$ cat config.mk
export PLATFORM = sky130hd
export DESIGN_NAME = ram_stream_reader
export DESIGN_NICKNAME = d
export VERILOG_FILES = /design/src/rtl/ram_reader_pkg.sv /design/src/rtl/ram_stream_reader.sv
export SDC_FILE = /design/constraint.sdc
export NUM_CORES = 1
export LEC_CHECK = 0
export BUFFER_PORTS_ARGS = -buffer_cell sky130_fd_sc_hd__buf_2
export CAP_MARGIN = 10
export CORE_UTILIZATION = 47
export DETAILED_ROUTE_END_ITERATION = 10
export PLACE_DENSITY = 0.75
export SETUP_SLACK_MARGIN = 0.15
export SYNTH_ARGS = -nofsm -noshare
export SYNTH_HDL_FRONTEND = slang
export SYNTH_SLANG_ARGS = --single-unit
$ cat constraint.sdc
create_clock -name clk -period 2.3 [get_ports clk]
set_input_delay 0.46 -clock clk [delete_from_list [all_inputs] [get_ports clk]]
set_output_delay 0.46 -clock clk [all_outputs]
set_load 0.01 [all_outputs]
$ cat src/rtl/ram_reader_pkg.sv
`default_nettype none
//------------------------------------------------------------------------------
// Module : ram_reader_pkg
// Brief  : Shared definitions for the RAM stream reader: FSM state
//          encoding and the helper that sizes the remaining-word counter.
// Rev    : 1.0  initial release
//------------------------------------------------------------------------------
package ram_reader_pkg;

   typedef enum logic [1:0] {
      ST_IDLE   = 2'd0,
      ST_STREAM = 2'd1,
      ST_DONE   = 2'd2
   } reader_state_t;

   // The counter needs one bit beyond the address so that a full-RAM burst
   // (length == RAM_SIZE) and longer wrapping bursts are representable.
   function automatic int rem_width(input int addr_bits);
      return addr_bits + 1;
   endfunction

endpackage : ram_reader_pkg
`default_nettype wire

$ cat src/rtl/ram_stream_reader.sv
`default_nettype none
//------------------------------------------------------------------------------
// Module : ram_stream_reader
// Brief  : Walks a burst of consecutive RAM addresses (wrapping modulo the
//          RAM size) and presents each word on a registered valid/ready
//          stream with a last marker.
// Rev    : 1.0  initial release
//
// Ports:
//   clk        in   system clock, rising edge
//   rst_n      in   asynchronous active-low reset
//   start      in   burst request, sampled only when idle
//   base_addr  in   first read address, captured with start
//   length     in   word count (RAM_ADDR_BITS+1 bits), 0 is legal
//   abort      in   cancels the current burst, highest priority
//   ra         out  registered read address to the RAM
//   rd_data    in   combinational RAM read data for ra
//   m_data     out  registered stream data
//   m_valid    out  stream data valid
//   m_last     out  final word of the burst (qualified by m_valid)
//   m_ready    in   downstream accept
//   busy       out  high while streaming or completing
//   done       out  one-cycle pulse at normal completion
//------------------------------------------------------------------------------
module ram_stream_reader
   import ram_reader_pkg::*;
#(
   parameter int RAM_WIDTH     = 8,
   parameter int RAM_ADDR_BITS = 8
) (
   input  logic                     clk,
   input  logic                     rst_n,
   input  logic                     start,
   input  logic [RAM_ADDR_BITS-1:0] base_addr,
   input  logic [RAM_ADDR_BITS:0]   length,
   input  logic                     abort,
   output logic [RAM_ADDR_BITS-1:0] ra,
   input  logic [RAM_WIDTH-1:0]     rd_data,
   output logic [RAM_WIDTH-1:0]     m_data,
   output logic                     m_valid,
   output logic                     m_last,
   input  logic                     m_ready,
   output logic                     busy,
   output logic                     done
);

   localparam int REM_W = rem_width(RAM_ADDR_BITS);

   localparam logic [REM_W-1:0]         c_REM_ONE  = {{(REM_W-1){1'b0}}, 1'b1};
   localparam logic [RAM_ADDR_BITS-1:0] c_ADDR_ONE = {{(RAM_ADDR_BITS-1){1'b0}}, 1'b1};

   reader_state_t            r_state;
   reader_state_t            w_state_nxt;

   logic [RAM_ADDR_BITS-1:0] r_addr;
   logic [REM_W-1:0]         r_rem;
   logic [RAM_WIDTH-1:0]     r_m_data;
   logic                     r_m_valid;
   logic                     r_m_last;

   logic                     w_hs;
   logic                     w_load;
   logic                     w_capture;
   logic                     w_drain;

   //---------------------------------------------------------------------------
   // Next-state and datapath control
   //---------------------------------------------------------------------------
   always_comb begin
      w_state_nxt = r_state;
      w_hs        = r_m_valid & m_ready;
      w_load      = 1'b0;
      w_capture   = 1'b0;
      w_drain     = 1'b0;

      case (r_state)
         ST_IDLE: begin
            if (start) begin
               if (length == '0) begin
                  w_state_nxt = ST_DONE;
               end else begin
                  w_capture   = 1'b1;
                  w_state_nxt = ST_STREAM;
               end
            end
         end
         ST_STREAM: begin
            // The output register refills whenever it is empty or being
            // emptied this cycle, giving one word per cycle under m_ready.
            w_load = (r_rem != '0) && (!r_m_valid || m_ready);
            // Once every word is loaded, completion waits for the final
            // word to be accepted downstream.
            if ((r_rem == '0) && w_hs) begin
               w_drain     = 1'b1;
               w_state_nxt = ST_DONE;
            end
         end
         ST_DONE: begin
            w_state_nxt = ST_IDLE;
         end
         default: begin
            w_state_nxt = ST_IDLE;
         end
      endcase

      // Abort overrides every other request, including a start in idle.
      if (abort) begin
         w_state_nxt = ST_IDLE;
         w_load      = 1'b0;
         w_capture   = 1'b0;
         w_drain     = 1'b0;
      end
   end

   //---------------------------------------------------------------------------
   // State register
   //---------------------------------------------------------------------------
   always_ff @(posedge clk or negedge rst_n) begin
      if (!rst_n) begin
         r_state <= ST_IDLE;
      end else begin
         r_state <= w_state_nxt;
      end
   end

   //---------------------------------------------------------------------------
   // Address / counter / output register
   //---------------------------------------------------------------------------
   always_ff @(posedge clk or negedge rst_n) begin
      if (!rst_n) begin
         r_addr    <= '0;
         r_rem     <= '0;
         r_m_data  <= '0;
         r_m_valid <= 1'b0;
         r_m_last  <= 1'b0;
      end else if (abort) begin
         r_m_valid <= 1'b0;
         r_m_last  <= 1'b0;
         r_rem     <= '0;
      end else if (w_capture) begin
         r_addr <= base_addr;
         r_rem  <= length;
      end else if (w_load) begin
         // rd_data is sampled at this edge, so a RAM write committing on
         // the same edge is not visible in this word.
         r_m_data  <= rd_data;
         r_m_valid <= 1'b1;
         r_m_last  <= (r_rem == c_REM_ONE);
         r_addr    <= r_addr + c_ADDR_ONE;
         r_rem     <= r_rem - c_REM_ONE;
      end else if (w_drain) begin
         r_m_valid <= 1'b0;
         r_m_last  <= 1'b0;
      end
   end

   //---------------------------------------------------------------------------
   // Outputs
   //---------------------------------------------------------------------------
   assign ra      = r_addr;
   assign m_data  = r_m_data;
   assign m_valid = r_m_valid;
   assign m_last  = r_m_last;
   assign busy    = (r_state == ST_STREAM) || (r_state == ST_DONE);
   assign done    = (r_state == ST_DONE);

endmodule : ram_stream_reader
`default_nettype wire

==> results.json <==
{
  "cts_num_sinks": 29,
  "skew_ns": 0.009130,
  "die_w_um": 64.94,
  "period_share": 0.9159,
  "insertion_delay_ns": 0.29,
  "synth_most_common_cell": "dfrtp_1",
  "num_vias": 1816,
  "ctsHoldBuffers": 0,
  "rsz0062_at_grt": "no",
  "worstHoldPathType": "input port to async pin",
  "ir_worst_vdd_uv": 599.6,
  "synthCells": 192,
  "grt_pass1_wl_um": 7762,
  "gp_congestion": 0.8697,
  "crit_slowest_cell": "or3_4",
  "clk_pin_slew_worst_paths_ns": 0.06,
  "crit_buf_inv": 1,
  "fill_cells": 337,
  "status": "complete, no violations",
  "multi_input_area_um2": 1085,
  "register_area_um2": 725.7,
  "drv_cap": 0,
  "wire_per_inst_um": 16.04,
  "worst_pin_slew_ns": 0.6627,
  "endpoint_kind": "flop",
  "netlist_area_um2": 1862,
  "setup_violations": 0,
  "cts_max_level": 2,
  "dr_wl_met2_um": 2323,
  "yosysWarnings": 0,
  "drt_iter0_drc": 158,
  "layout-drive-gt1-share": 0.3906,
  "io_buffer_count": 49,
  "synth_top_area_frac": 0.3898,
  "reg2regPathDepth": 6,
  "numCtsBuffers": 5,
  "post-route-min-period_ns": 2.107,
  "synth_common_cells": "dfrtp_1 (29), nand2_1 (16), nor2_1 (15)",
  "synth_top_family_by_area": "simple AND/OR/NAND/NOR gates",
  "finalNonFillerCells": 304,
  "nets": 292,
  "cts_root_buffer": "clkbuf_8",
  "drv_slew": 0,
  "cp.depth": 6,
  "grtUsageTotal": 0.2462,
  "final-hold-violation-count": 0,
  "slew_headroom": 0.5582,
  "drtAntennaViolNets": 0,
  "wl_met1_um": 2239,
  "synth.net_count": 229,
  "dieArea_um2": 4217,
  "power_density_nw_per_um2": 937.7,
  "grt_max_degree": 30,
  "clock_path_buffers": 2,
  "synthTopCellsByArea": "dfrtp_1 (39%), mux2_2 (4.8%), ha_1 (4.7%), a311oi_1 (4.2%), nand2_1 (3.2%)",
  "crit_arrival_ns": 2.28,
  "cp_cell_sequence": "inv_2 -> ha_4 -> or3b_4 -> or3_4 -> nand4_4 -> mux2_2",
  "grt_pass1_vias": 1620,
  "viasPerCell": 5.974,
  "setup_tns_ns": 0,
  "grt_remaining_overflow": 0,
  "critPathRequiredTime_ns": 2.47,
  "avgSynthCellArea_um2": 9.697,
  "die_h_um": 64.94,
  "cp_max_fo": 6,
  "dp_hpwl_um": 3296,
  "synth_xor_area_frac": 0.004704,
  "core_um2": 3744,
  "synth_compound_gate_area_share": 0.1734,
  "yosysSeqAreaShare": 0.3898,
  "area_growth_pct": 26.95,
  "synth-seq-cells": 29,
  "synth_top_area_cell": "dfrtp_1",
  "synth_adder_area_share": 0.04704,
  "dr.pass1.iters": 4,
  "synthSimpleGateAreaFrac": 0.2681,
  "synth_async_sr_flop_share": 1.000,
  "crit_family": "simple AND/OR/NAND/NOR gates",
  "num_rows": 22,
  "cpPeakStageDelay_ns": 0.44,
  "synth_top_flop_cell": "dfrtp_1",
  "cts_tree": "yes",
  "yosys.cell_types.count": 49,
  "synth_edf_count": 0,
  "fmax_ghz": 0.4747,
  "path_class": "flop to flop",
  "antennaDiodeCount": 0,
  "totalWireLength_um": 4875,
  "wl_met3_um": 231,
  "top_layer": "met4",
  "place_area_um2": 2178,
  "start_util": 0.4973,
  "synth_mux_area_frac": 0.05914,
  "pin_count": 50,
  "grt_antenna_before_repair": 0,
  "drc": 0,
  "cp-start-kind": "flop",
  "finish.instance_area_um2": 2364,
  "leakagePower_uw": 0.001042,
  "dp_cells": 291
}
cell type report:
type / instances / area share
Clock buffer: 7 / 0.04076
Clock inverter: 1 / 0.002118
Inverter: 5 / 0.007941
Multi-Input combinational cell: 148 / 0.4590
Sequential cell: 29 / 0.3070
Tap cell: 48 / 0.02541
Timing Repair Buffer: 66 / 0.1578
through the flow:
stage,util,hold WS (ns),setup slack (ns),total power [uW]
floorplan,-,0.1644,0.1710,1358
global placement,0.5819,0.4860,0.1345,1650
detailed placement,0.5819,0.4868,0.08472,1670
CTS,0.6153,0.2258,0.1649,2166
global route,0.6314,0.2677,0.1396,2357
finish,0.6314,0.2024,0.1935,2216
layer usage:
metal | vias to the layer above | GRT usage
li1 | 878 | -
met5 | - | 0
met3 | 10 | 0.04754
met4 | 0 | 0.08611
met2 | 58 | 0.3776
met1 | 870 | 0.3430
sequential cells by signal, summed over array words and instances (netlist names):
name / cells
m_data: 8
m_last: 1
r_rem: 9
ra: 8
r_state: 2
m_valid: 1
cells by family after synthesis:
logic type | Yosys count
simple gates | 86
compound gates | 43
flops | 29
buf+inv | 16
mux | 10
fa+ha+maj | 7
xor+xnor | 1
path summary, 6_finish.rpt:
check | start | endpoint | slack, ns
worst max register to register | r_rem[1] | m_data[3] | 0.19
worst min register to register | m_data[4] | m_data[4] | 0.51
worst min-delay path | rst_n | r_rem[7] | 0.20
min in group clk | base_addr[6] | ra[6] | 0.38
worst max-delay path | r_rem[1] | m_data[3] | 0.19
max in group asynchronous | rst_n | r_rem[3] | 1.67
report_power, final:
group | internal [uW] | switching [uW] | leakage [uW] | total (uW)
logic | 434 | 493 | 0.000622 | 927
registers | 667 | 150 | 0.000366 | 817
clock network | 270 | 203 | 0.0000542 | 473
total | 1370 | 846 | 0.00104 | 2220
placed cells by master (no fill, tap or decap), drive strengths merged, types with 2 or more instances in the layout:
cell / count
dfrtp: 29
a311oi: 10
mux2: 8
nor3b: 2
and3: 2
nand4: 7
mux2i: 2
buf: 66
nor2: 15
or3: 6
nand2: 16
ha: 7
nor3: 7
or4: 6
inv: 5
clkbuf: 7
o21ai: 9
nand3: 11
a221o: 2
o31ai: 4
a21oi: 2
and4b: 3
a31oi: 3
o211ai: 7
nor4: 4
timing repair:
action / CTS / global route
gates resized for setup: 2 / 7
setup buffers: 0 / 4
hold endpoints to repair: 0 / 0
cloned: 1 / 0
pin swaps: 0 / 3
setup endpoints to repair: 11 / 13
No activity file was read; power rests on OpenSTA's default activity.
